===== src/rtl/rgmii_gmii_rx.sv =====
// ---------------------------------------------------------------------------
// rgmii_gmii_rx
//   RGMII receive path. DDR nibbles and control captured on both edges of
//   rgmii_rxc are rebuilt into a GMII byte stream. A framer strips preamble
//   and SFD, emits payload bytes with sof/eof/err marks and the frame length,
//   and keeps saturating good/bad frame counters.
//
//   Optional build macro RGMII_RX_INBAND_EN: decode RGMII in-band link status
//   from idle nibbles (debounced over two identical nibbles). Without it the
//   link outputs are constant (up, 1000M, full duplex) after reset release.
//
// Ports
//   rgmii_rxc      in   receive clock, both edges used
//   rst_n          in   asynchronous reset, active-low
//   rgmii_rxd      in   DDR data: low nibble rising, high nibble falling
//   rgmii_rx_ctl   in   DDR control: RX_DV rising, RX_DV^RX_ER falling
//   gmii_rxd       out  reconstructed byte
//   gmii_rx_dv     out  GMII data valid
//   gmii_rx_er     out  GMII receive error
//   pay_valid      out  payload byte strobe
//   pay_data       out  payload byte
//   pay_sof        out  first payload byte
//   pay_eof        out  last payload byte
//   pay_err        out  frame bad, qualifies pay_eof
//   pay_len        out  payload byte count, valid with pay_eof
//   frame_ok_cnt   out  good frames, saturating
//   frame_err_cnt  out  bad/dropped frames, saturating
//   link_up        out  in-band link status
//   link_speed     out  00=10M 01=100M 10=1000M
//   link_duplex    out  1=full duplex
// ---------------------------------------------------------------------------
module rgmii_gmii_rx #(
    parameter int CNT_W   = 16,
    parameter int LEN_W   = 16,
    parameter int MAX_LEN = 1522
) (
    input  logic             rgmii_rxc,
    input  logic             rst_n,
    input  logic [3:0]       rgmii_rxd,
    input  logic             rgmii_rx_ctl,
    output logic [7:0]       gmii_rxd,
    output logic             gmii_rx_dv,
    output logic             gmii_rx_er,
    output logic             pay_valid,
    output logic [7:0]       pay_data,
    output logic             pay_sof,
    output logic             pay_eof,
    output logic             pay_err,
    output logic [LEN_W-1:0] pay_len,
    output logic [CNT_W-1:0] frame_ok_cnt,
    output logic [CNT_W-1:0] frame_err_cnt,
    output logic             link_up,
    output logic [1:0]       link_speed,
    output logic             link_duplex
);

    typedef enum logic [1:0] {
        ST_IDLE = 2'd0,
        ST_PRE  = 2'd1,
        ST_DATA = 2'd2,
        ST_DROP = 2'd3
    } state_t;

    function automatic logic [CNT_W-1:0] cnt_sat_inc(input logic [CNT_W-1:0] v);
        return (v == {CNT_W{1'b1}}) ? v : v + {{(CNT_W-1){1'b0}}, 1'b1};
    endfunction

    logic [3:0]       r_d_q, f_d_q;
    logic             r_c_q, f_c_q;
    logic [7:0]       gmii_rxd_q;
    logic             gmii_dv_q, gmii_er_q;

    state_t           state_q, state_d;
    logic [7:0]       hold_q, hold_d;
    logic             hold_v_q, hold_v_d;
    logic [LEN_W-1:0] len_q, len_d;
    logic             bad_q, bad_d;
    logic             sent_q, sent_d;
    logic             pv_q, pv_d, psof_q, psof_d, peof_q, peof_d, perr_q, perr_d;
    logic [7:0]       pd_q, pd_d;
    logic [LEN_W-1:0] plen_q, plen_d;
    logic [CNT_W-1:0] ok_cnt_q, err_cnt_q;
    logic             ok_inc_s, err_inc_s, eof_bad_s;
    logic             link_up_q, link_duplex_q;
    logic [1:0]       link_speed_q;

    // Rising-edge capture; GMII byte assembled from the previous rise/fall pair
    always_ff @(posedge rgmii_rxc or negedge rst_n) begin
        if (!rst_n) begin
            r_d_q      <= 4'h0;
            r_c_q      <= 1'b0;
            gmii_rxd_q <= 8'h00;
            gmii_dv_q  <= 1'b0;
            gmii_er_q  <= 1'b0;
        end else begin
            r_d_q      <= rgmii_rxd;
            r_c_q      <= rgmii_rx_ctl;
            gmii_rxd_q <= {f_d_q, r_d_q};
            gmii_dv_q  <= r_c_q;
            gmii_er_q  <= r_c_q ^ f_c_q;
        end
    end

    // Falling-edge capture of the high nibble and DV^ER
    always_ff @(negedge rgmii_rxc or negedge rst_n) begin
        if (!rst_n) begin
            f_d_q <= 4'h0;
            f_c_q <= 1'b0;
        end else begin
            f_d_q <= rgmii_rxd;
            f_c_q <= rgmii_rx_ctl;
        end
    end

    // Framer next-state and payload outputs
    always_comb begin
        state_d   = state_q;
        hold_d    = hold_q;
        hold_v_d  = hold_v_q;
        len_d     = len_q;
        bad_d     = bad_q;
        sent_d    = sent_q;
        pv_d      = 1'b0;
        pd_d      = pd_q;
        psof_d    = 1'b0;
        peof_d    = 1'b0;
        perr_d    = 1'b0;
        plen_d    = plen_q;
        ok_inc_s  = 1'b0;
        err_inc_s = 1'b0;
        // a frame is bad on a sticky error, oversize or empty payload
        eof_bad_s = bad_q || (len_q > LEN_W'(MAX_LEN)) || (len_q == {LEN_W{1'b0}});
        case (state_q)
            ST_IDLE: begin
                if (gmii_dv_q) begin
                    if (gmii_rxd_q == 8'h55) begin
                        state_d = ST_PRE;
                    end else begin
                        state_d   = ST_DROP;
                        err_inc_s = 1'b1;
                    end
                end else begin
                    state_d = ST_IDLE;
                end
            end
            ST_PRE: begin
                if (!gmii_dv_q) begin
                    state_d   = ST_IDLE;
                    err_inc_s = 1'b1;
                end else if (gmii_er_q) begin
                    state_d   = ST_DROP;
                    err_inc_s = 1'b1;
                end else if (gmii_rxd_q == 8'h55) begin
                    state_d = ST_PRE;
                end else if (gmii_rxd_q == 8'hD5) begin
                    state_d  = ST_DATA;
                    hold_v_d = 1'b0;
                    len_d    = {LEN_W{1'b0}};
                    bad_d    = 1'b0;
                    sent_d   = 1'b0;
                end else begin
                    state_d   = ST_DROP;
                    err_inc_s = 1'b1;
                end
            end
            ST_DATA: begin
                if (gmii_dv_q) begin
                    // one-byte delay so the last byte can carry eof
                    if (hold_v_q) begin
                        pv_d   = 1'b1;
                        pd_d   = hold_q;
                        psof_d = !sent_q;
                        sent_d = 1'b1;
                    end else begin
                        sent_d = sent_q;
                    end
                    hold_d   = gmii_rxd_q;
                    hold_v_d = 1'b1;
                    if (len_q != {LEN_W{1'b1}}) begin
                        len_d = len_q + {{(LEN_W-1){1'b0}}, 1'b1};
                    end else begin
                        len_d = len_q;
                    end
                    if (gmii_er_q) begin
                        bad_d = 1'b1;
                    end else begin
                        bad_d = bad_q;
                    end
                end else begin
                    state_d  = ST_IDLE;
                    hold_v_d = 1'b0;
                    if (hold_v_q) begin
                        pv_d      = 1'b1;
                        pd_d      = hold_q;
                        psof_d    = !sent_q;
                        peof_d    = 1'b1;
                        perr_d    = eof_bad_s;
                        plen_d    = len_q;
                        ok_inc_s  = !eof_bad_s;
                        err_inc_s = eof_bad_s;
                    end else begin
                        // SFD directly followed by dv low: nothing to emit
                        err_inc_s = 1'b1;
                    end
                end
            end
            ST_DROP: begin
                if (!gmii_dv_q) begin
                    state_d = ST_IDLE;
                end else begin
                    state_d = ST_DROP;
                end
            end
            default: begin
                state_d = ST_IDLE;
            end
        endcase
    end

    // Framer state, payload output and counter registers
    always_ff @(posedge rgmii_rxc or negedge rst_n) begin
        if (!rst_n) begin
            state_q   <= ST_IDLE;
            hold_q    <= 8'h00;
            hold_v_q  <= 1'b0;
            len_q     <= {LEN_W{1'b0}};
            bad_q     <= 1'b0;
            sent_q    <= 1'b0;
            pv_q      <= 1'b0;
            pd_q      <= 8'h00;
            psof_q    <= 1'b0;
            peof_q    <= 1'b0;
            perr_q    <= 1'b0;
            plen_q    <= {LEN_W{1'b0}};
            ok_cnt_q  <= {CNT_W{1'b0}};
            err_cnt_q <= {CNT_W{1'b0}};
        end else begin
            state_q   <= state_d;
            hold_q    <= hold_d;
            hold_v_q  <= hold_v_d;
            len_q     <= len_d;
            bad_q     <= bad_d;
            sent_q    <= sent_d;
            pv_q      <= pv_d;
            pd_q      <= pd_d;
            psof_q    <= psof_d;
            peof_q    <= peof_d;
            perr_q    <= perr_d;
            plen_q    <= plen_d;
            if (ok_inc_s) begin
                ok_cnt_q <= cnt_sat_inc(ok_cnt_q);
            end
            if (err_inc_s) begin
                err_cnt_q <= cnt_sat_inc(err_cnt_q);
            end
        end
    end

`ifdef RGMII_RX_INBAND_EN
    logic [3:0] last_nib_q;
    logic       last_v_q;
    logic       idle_s;
    logic [3:0] nib_s;

    assign idle_s = !gmii_dv_q && !gmii_er_q;
    assign nib_s  = gmii_rxd_q[3:0];

    // In-band status: accept a nibble seen on two consecutive idle cycles
    always_ff @(posedge rgmii_rxc or negedge rst_n) begin
        if (!rst_n) begin
            last_nib_q    <= 4'h0;
            last_v_q      <= 1'b0;
            link_up_q     <= 1'b0;
            link_speed_q  <= 2'b10;
            link_duplex_q <= 1'b1;
        end else if (idle_s) begin
            last_nib_q <= nib_s;
            last_v_q   <= 1'b1;
            // speed code 11 is reserved; keep the previous status
            if (last_v_q && (last_nib_q == nib_s) && (nib_s[2:1] != 2'b11)) begin
                link_up_q     <= nib_s[0];
                link_speed_q  <= nib_s[2:1];
                link_duplex_q <= nib_s[3];
            end
        end else begin
            last_v_q <= 1'b0;
        end
    end
`else
    // Fixed link status once out of reset
    always_ff @(posedge rgmii_rxc or negedge rst_n) begin
        if (!rst_n) begin
            link_up_q     <= 1'b0;
            link_speed_q  <= 2'b10;
            link_duplex_q <= 1'b1;
        end else begin
            link_up_q     <= 1'b1;
            link_speed_q  <= 2'b10;
            link_duplex_q <= 1'b1;
        end
    end
`endif

    assign gmii_rxd      = gmii_rxd_q;
    assign gmii_rx_dv    = gmii_dv_q;
    assign gmii_rx_er    = gmii_er_q;
    assign pay_valid     = pv_q;
    assign pay_data      = pd_q;
    assign pay_sof       = psof_q;
    assign pay_eof       = peof_q;
    assign pay_err       = perr_q;
    assign pay_len       = plen_q;
    assign frame_ok_cnt  = ok_cnt_q;
    assign frame_err_cnt = err_cnt_q;
    assign link_up       = link_up_q;
    assign link_speed    = link_speed_q;
    assign link_duplex   = link_duplex_q;

endmodule


===== config.mk =====
export PLATFORM = sky130hd
export DESIGN_NAME = rgmii_gmii_rx
export DESIGN_NICKNAME = d
export VERILOG_FILES = /design/src/rtl/rgmii_gmii_rx.sv
export SDC_FILE = /design/constraint.sdc
export NUM_CORES = 1
export LEC_CHECK = 0
export BUFFER_PORTS_ARGS = -buffer_cell sky130_fd_sc_hd__buf_2
export CAP_MARGIN = 20
export CORE_ASPECT_RATIO = 0.5
export CORE_UTILIZATION = 40
export CTS_CLUSTER_SIZE = 10
export DETAILED_ROUTE_END_ITERATION = 10
export PLACE_DENSITY = 0.64
export REMOVE_ABC_BUFFERS = 1
export SYNTH_ARGS = -nofsm -noshare
export SYNTH_HDL_FRONTEND = slang
export SYNTH_SLANG_ARGS = --single-unit

===== constraint.sdc =====
create_clock -name rgmii_rxc -period 1.96 [get_ports rgmii_rxc]
set_input_delay 0.294 -clock rgmii_rxc [delete_from_list [all_inputs] [get_ports rgmii_rxc]]
set_output_delay 0.294 -clock rgmii_rxc [all_outputs]
set_load 0.05 [all_outputs]

### After elaboration in Yosys (flattened, before gate mapping)

Cells that the tools add are included.

| word-level totals | value |
|---|---|
| flip-flop bits (word level) | 110 |
| input bits | 7 |
| output and inout bits | 74 |
| word-level logic and storage cells | 112 |

| cells by class | value |
|---|---|
| add/subtract/negate cells | 3 |
| order comparisons | 1 |
| eq/ne operators | 17 |
| muxes and demuxes | 49 |
| bitwise gates (word level) | 4 |
| reductions and logical operators | 16 |

Operators with widths:

| operator | count |
|---|---|
| 2-to-1 mux 16 bit | 6 |
| adder 16 x 1 -> 16 bit, second input constant | 3 |
| == test 16 bit, second input constant | 2 |
| case mux 16 bit (2 select lines) | 1 |
| 2-to-1 mux 1 bit | 30 |
| AND reduction 7 bit | 3 |
| inequality test 2 bit, second input constant | 9 |
| greater-than comparator 16 x 11 -> 1 bit, second input constant | 1 |
| zero test 16 bit | 1 |
| inequality test 16 bit, second input constant | 1 |
| 2-to-1 mux 2 bit | 7 |
| == test 8 x 7 -> 1 bit, second input constant | 1 |
| == test 8 bit, second input constant | 1 |
| case mux 2 bit (4 select lines) | 1 |
| AND reduction 2 bit | 4 |
| case mux 1 bit (2 select lines) | 3 |
| AND reduction 5 bit | 1 |
| == test 2 bit, second input constant | 2 |
| NOT 1 bit | 3 |
| case mux 1 bit (3 select lines) | 1 |
| AND reduction 3 bit | 1 |
| == test 2 x 1 -> 1 bit, second input constant | 1 |
| zero test 1 bit | 2 |
| zero test 2 bit | 1 |
| other kinds (3) | 4 |

### Logic depth before layout (Yosys ltp)

| depth | value |
|---|---|
| depth after elaboration | 8 |
| mapped depth | 9 |
| depth with buffers taken out | 8 |

==> flow_summary.html <==
<table>
<tr><th>Metric</th><th>Value</th></tr>
<tr><th colspan="2">Clock network</th></tr>
<tr><td>Root Buffer Master</td><td>sky130_fd_sc_hd__clkbuf_16</td></tr>
<tr><td>H-tree depth reported by CTS</td><td>3</td></tr>
<tr><td>Worst skew pair latency</td><td>350 ps</td></tr>
<tr><td>Total CTS buffers</td><td>9</td></tr>
<tr><td>Clock Tree Buf Depth</td><td>2</td></tr>
<tr><td>Clock transition time at the flip-flop clock pins of the worst setup and hold paths</td><td>70 ps</td></tr>
<tr><td>Clock Sinks</td><td>110</td></tr>
<tr><td>Clock tree from TritonCTS</td><td>done</td></tr>
<tr><th colspan="2">Placed design</th></tr>
<tr><td>HPWL Detailed</td><td>6617 µm</td></tr>
<tr><td>Placed Cells</td><td>642</td></tr>
<tr><td>IO buf count</td><td>77</td></tr>
<tr><td>Last weighted congestion value of the routability-driven placer</td><td>0.8142</td></tr>
<tr><td>Worst setup timing slack at the placement stage</td><td>-173.5 ps</td></tr>
<tr><th colspan="2">Flow run</th></tr>
<tr><td>MaxCap Viol Count</td><td>0</td></tr>
<tr><th colspan="2">Critical path</th></tr>
<tr><td>Slowest stage cell on the critical path</td><td>sky130_fd_sc_hd__or3b_4</td></tr>
<tr><td>Arrival time of data at the critical path endpoint</td><td>2400 ps</td></tr>
<tr><td>CP bufs+invs</td><td>1</td></tr>
<tr><td>Crit Reg-Reg Endpoint</td><td>len_q[9]</td></tr>
<tr><td>Kind of start point of the critical path</td><td>register</td></tr>
<tr><td>Biggest cell delay along the critical path</td><td>410 ps</td></tr>
<tr><td>Critical path capture point type</td><td>register</td></tr>
<tr><td>Worst Path Class, Setup</td><td>reg -&gt; reg</td></tr>
<tr><td>Reg-to-Reg Start</td><td>gmii_rxd[1]</td></tr>
<tr><td>Reg2Reg Depth</td><td>8</td></tr>
<tr><td>Largest fanout on the critical path</td><td>4</td></tr>
<tr><td>Cell type group with the largest total delay on the critical path</td><td>simple AND/OR/NAND/NOR gates</td></tr>
<tr><td>Required @ worst endpoint</td><td>2240 ps</td></tr>
<tr><td>Series of cell instances along the critical path</td><td>or3b_4, nor4_4, o221ai_4, nor3b_2, buf_4, nand3_1, xor2_1, nor2_1</td></tr>
<tr><td>Worst setup slack for register-to-register paths</td><td>-160 ps</td></tr>
<tr><th colspan="2">Timing</th></tr>
<tr><td>Setup slack of the critical path after layout</td><td>-157.2 ps</td></tr>
<tr><td>RSZ-0062 raised after global routing</td><td>yes</td></tr>
<tr><td>Transition time at the pin with the least slew margin</td><td>903.4 ps</td></tr>
<tr><td>Fin Setup TNS</td><td>-1626 ps</td></tr>
<tr><td>Remaining max-slew budget at the tightest pin</td><td>39.77%</td></tr>
<tr><td>Hold Vio Cnt, Final</td><td>0</td></tr>
<tr><td>Post-Route Skew</td><td>9.402 ps</td></tr>
<tr><td>Tcrit/Tclk final</td><td>108.0%</td></tr>
<tr><td>Time the worst path needs with I/O delays and setup</td><td>2117 ps</td></tr>
<tr><td>FMAX</td><td>0.4723 GHz</td></tr>
<tr><td>Total of endpoints with negative setup slack in the final report</td><td>24</td></tr>
<tr><td>Number of slew-limit violations in the final report</td><td>0</td></tr>
<tr><th colspan="2">Final layout</th></tr>
<tr><td>Post-layout instance count excluding filler cells</td><td>670</td></tr>
<tr><td>Antenna diode count</td><td>0</td></tr>
<tr><td>Number of nets in the finished design</td><td>532</td></tr>
<tr><td>Layout Utilization</td><td>56.05%</td></tr>
<tr><td>FILL cells</td><td>978</td></tr>
<tr><td>Layout overhead on the synthesized area</td><td>34.86%</td></tr>
<tr><td>Layout cells sized above 1</td><td>45.71%</td></tr>
<tr><td>Area of combinational cells with multiple inputs</td><td>1988 µm²</td></tr>
<tr><td>Sequential cell area</td><td>2753 µm²</td></tr>
<tr><th colspan="2">Global routing</th></tr>
<tr><td>Overflow left after global routing</td><td>0</td></tr>
<tr><td>Via count of the first global-routing pass</td><td>3296</td></tr>
<tr><td>Antenna violations before repair</td><td>0</td></tr>
<tr><td>Global-route wire length before repair</td><td>15770 µm</td></tr>
<tr><td>Largest net degree at the start of global routing</td><td>72</td></tr>
<tr><td>Global router's overall resource usage</td><td>16.92%</td></tr>
<tr><th colspan="2">Routing</th></tr>
<tr><td>Number of antenna-violating nets in the routed design</td><td>0</td></tr>
<tr><td>Remaining routing DRC violations</td><td>0</td></tr>
<tr><td>Average wire per standard cell</td><td>14.41 µm</td></tr>
<tr><td>Iteration-0 DRC Markers</td><td>96</td></tr>
<tr><td>Number of detailed-route iterations in the first pass</td><td>4</td></tr>
<tr><td>Total via count in the routed design</td><td>3248</td></tr>
<tr><td>Vias per cell</td><td>4.848</td></tr>
<tr><td>Overall routed net length</td><td>9655 µm</td></tr>
<tr><th colspan="2">Logic synthesis</th></tr>
<tr><td>Cell count after synthesis</td><td>370</td></tr>
<tr><td>Cell types with the largest area share after synthesis</td><td>sky130_fd_sc_hd__dfrtp_1 57%, sky130_fd_sc_hd__mux2_2 8.0%, sky130_fd_sc_hd__xnor2_1 4.2%</td></tr>
<tr><td>Main synth FF type</td><td>sky130_fd_sc_hd__dfrtp_1</td></tr>
<tr><td>Post-synth top area share</td><td>56.71%</td></tr>
<tr><td>Cell area after technology mapping</td><td>4633 µm²</td></tr>
<tr><td>Commonest cells in the synthesized netlist</td><td>105 x sky130_fd_sc_hd__dfrtp_1, 34 x sky130_fd_sc_hd__nor2_1, 33 x sky130_fd_sc_hd__mux2_2</td></tr>
<tr><td>Dominant cell type by area after synthesis</td><td>sky130_fd_sc_hd__dfrtp_1</td></tr>
<tr><td>Flip-flop and latch count after synthesis</td><td>110</td></tr>
<tr><td>FFs w/ async S/R, synth</td><td>100.0%</td></tr>
<tr><td>Fraction of the yosys area taken by sequential cells</td><td>59.41%</td></tr>
<tr><td>Cell with the most instances after synthesis</td><td>sky130_fd_sc_hd__dfrtp_1</td></tr>
<tr><td>Count of flip-flops with a built-in enable after synthesis</td><td>0</td></tr>
<tr><td>Warning count from the yosys run</td><td>0</td></tr>
<tr><td>Average size of a mapped cell</td><td>12.52 µm²</td></tr>
<tr><td>Synth cell types</td><td>50</td></tr>
<tr><th colspan="2">Worst hold path</th></tr>
<tr><td>Worst Hold End</td><td>r_d_q[2]</td></tr>
<tr><td>Hold path cells</td><td>1</td></tr>
<tr><td>Min-delay src</td><td>rgmii_rxd[2]</td></tr>
<tr><td>Hold Crit Class</td><td>in -&gt; reg</td></tr>
<tr><th colspan="2">Status</th></tr>
<tr><td>Status</td><td>complete, but fails checks</td></tr>
<tr><td>Violated checks</td><td>setup timing</td></tr>
<tr><th colspan="2">Floorplan</th></tr>
<tr><td>Standard cell core area</td><td>11150 µm²</td></tr>
<tr><td>Horiz. Die Dim</td><td>154.2 µm</td></tr>
<tr><td>DIE HEIGHT</td><td>78.10 µm</td></tr>
<tr><td>Boundary Pins</td><td>81</td></tr>
<tr><td>Cell row count</td><td>27</td></tr>
<tr><td>Starting density of the core</td><td>41.56%</td></tr>
<tr><td>Die footprint</td><td>12040 µm²</td></tr>
<tr><th colspan="2">Power</th></tr>
<tr><td>Leakage power summed over all cells</td><td>0.003101 µW</td></tr>
<tr><td>Pwr per Cell Area</td><td>1024 nW/µm²</td></tr>
<tr><td>Worst vdd ir</td><td>0.0004950 V</td></tr>
</table>
[metrics by stage]
step / area [µm²] / total power (µW) / hold WS [ps]
floorplan: 4553 / 3780 / -1.591
global placement: 5600 / 4270 / 212.8
CTS: 6065 / 6418 / 51.72
finish: 6248 / 6398 / 62.08
detailed placement: 5600 / 4297 / 215.3
global route: 6248 / 6675 / 51.12
[logic make-up after synthesis]
logic type	share of synthesized area, %
compound gates	4.240
xor+xnor	7.939
fa+ha+maj	1.350
buf+inv	2.214
flops	59.41
mux	8.021
other cells	0.1621
simple gates	16.66
[routing by layer]
layer / vias to the layer above / part of all wire, % / track usage (%)
met5: - / 0 / 0
met4: 0 / 2.0 / 5.800
met3: 19 / 4.1 / 5.135
met2: 51 / 47 / 27.32
met1: 1610 / 47 / 21.80
li1: 1568 / - / -
[report_power, final]
part | leakage (µW) | total [µW] | internal, µW | switching [µW]
sequential | 0.00142 | 2700 | 2530 | 164
clock | 0.000166 | 2070 | 1250 | 818
combinational | 0.00151 | 1630 | 528 | 1100
[final cells by class]
class,count,share of cell area [%]
clock inverter,7,1.922
tap,145,2.903
clock buffer,9,3.604
inverter,4,0.2403
sequential,110,44.05
multi-input combinational,244,31.82
timing repair buffer,151,15.46
[sequential cells by signal, indices dropped and copies added, names as in the netlist, 2 cells and up]
signal         count
len_q             16
r_d_q              4
state_q            2
frame_err_cnt     16
pay_data           8
hold_q             8
pay_len           16
frame_ok_cnt      16
f_d_q              4
gmii_rxd           8
[cell usage in the layout, fill, tap and decap left out, drive strengths merged, types with 2 or more instances in the layout]
| cell | instances |
|---|---|
| mux2 | 33 |
| nor3 | 5 |
| dfrtn | 5 |
| nor4 | 2 |
| a21oi | 2 |
| inv | 5 |
| xor2 | 20 |
| o21ai | 3 |
| and2 | 5 |
| nor2 | 35 |
| a211oi | 2 |
| nor2b | 2 |
| a32o | 3 |
| nand4 | 14 |
| nand3 | 21 |
| nand2b | 2 |
| ha | 5 |
| and4 | 4 |
| a31oi | 3 |
| clkbuf | 9 |
| bufinv | 3 |
| xnor2 | 22 |
| conb | 4 |
| nand2 | 27 |
| clkinv | 2 |
| a21boi | 4 |
| and3 | 12 |
| dfrtp | 105 |
| buf | 150 |
[worst max-delay path by stage]
| stage | from | to | cells past startpoint |
|---|---|---|---|
| global placement | len_q[11] | frame_ok_cnt[1] | 7 |
| detailed placement | len_q[11] | frame_ok_cnt[1] | 7 |
| CTS | gmii_rxd[1] | len_q[9] | 8 |
| floorplan | state_q[1] | frame_ok_cnt[1] | 6 |
| finish | gmii_rxd[1] | len_q[9] | 8 |
| global route | gmii_rxd[1] | len_q[9] | 8 |
[worst reg2reg max path, cell delays in order (launching register included)]
cell and delay (ps):
sky130_fd_sc_hd__dfrtp_1 380, sky130_fd_sc_hd__or3b_4 410, sky130_fd_sc_hd__nor4_4 360, sky130_fd_sc_hd__o221ai_4 190, sky130_fd_sc_hd__nor3b_2 200, sky130_fd_sc_hd__buf_4 160
sky130_fd_sc_hd__nand3_1 90, sky130_fd_sc_hd__xor2_1 150, sky130_fd_sc_hd__nor2_1 100
[repair_timing]
item / 4_1_cts / 5_1_grt
hold buffers: 1 / 0
cloned: 0 / 0
setup buffers: 6 / 5
endpoints found under the setup margin: 36 / 46
gates resized for setup: 16 / 30
endpoints found under the hold margin: 17 / 0
pin swaps: 23 / 33
No activity file was read; power rests on OpenSTA's default activity.
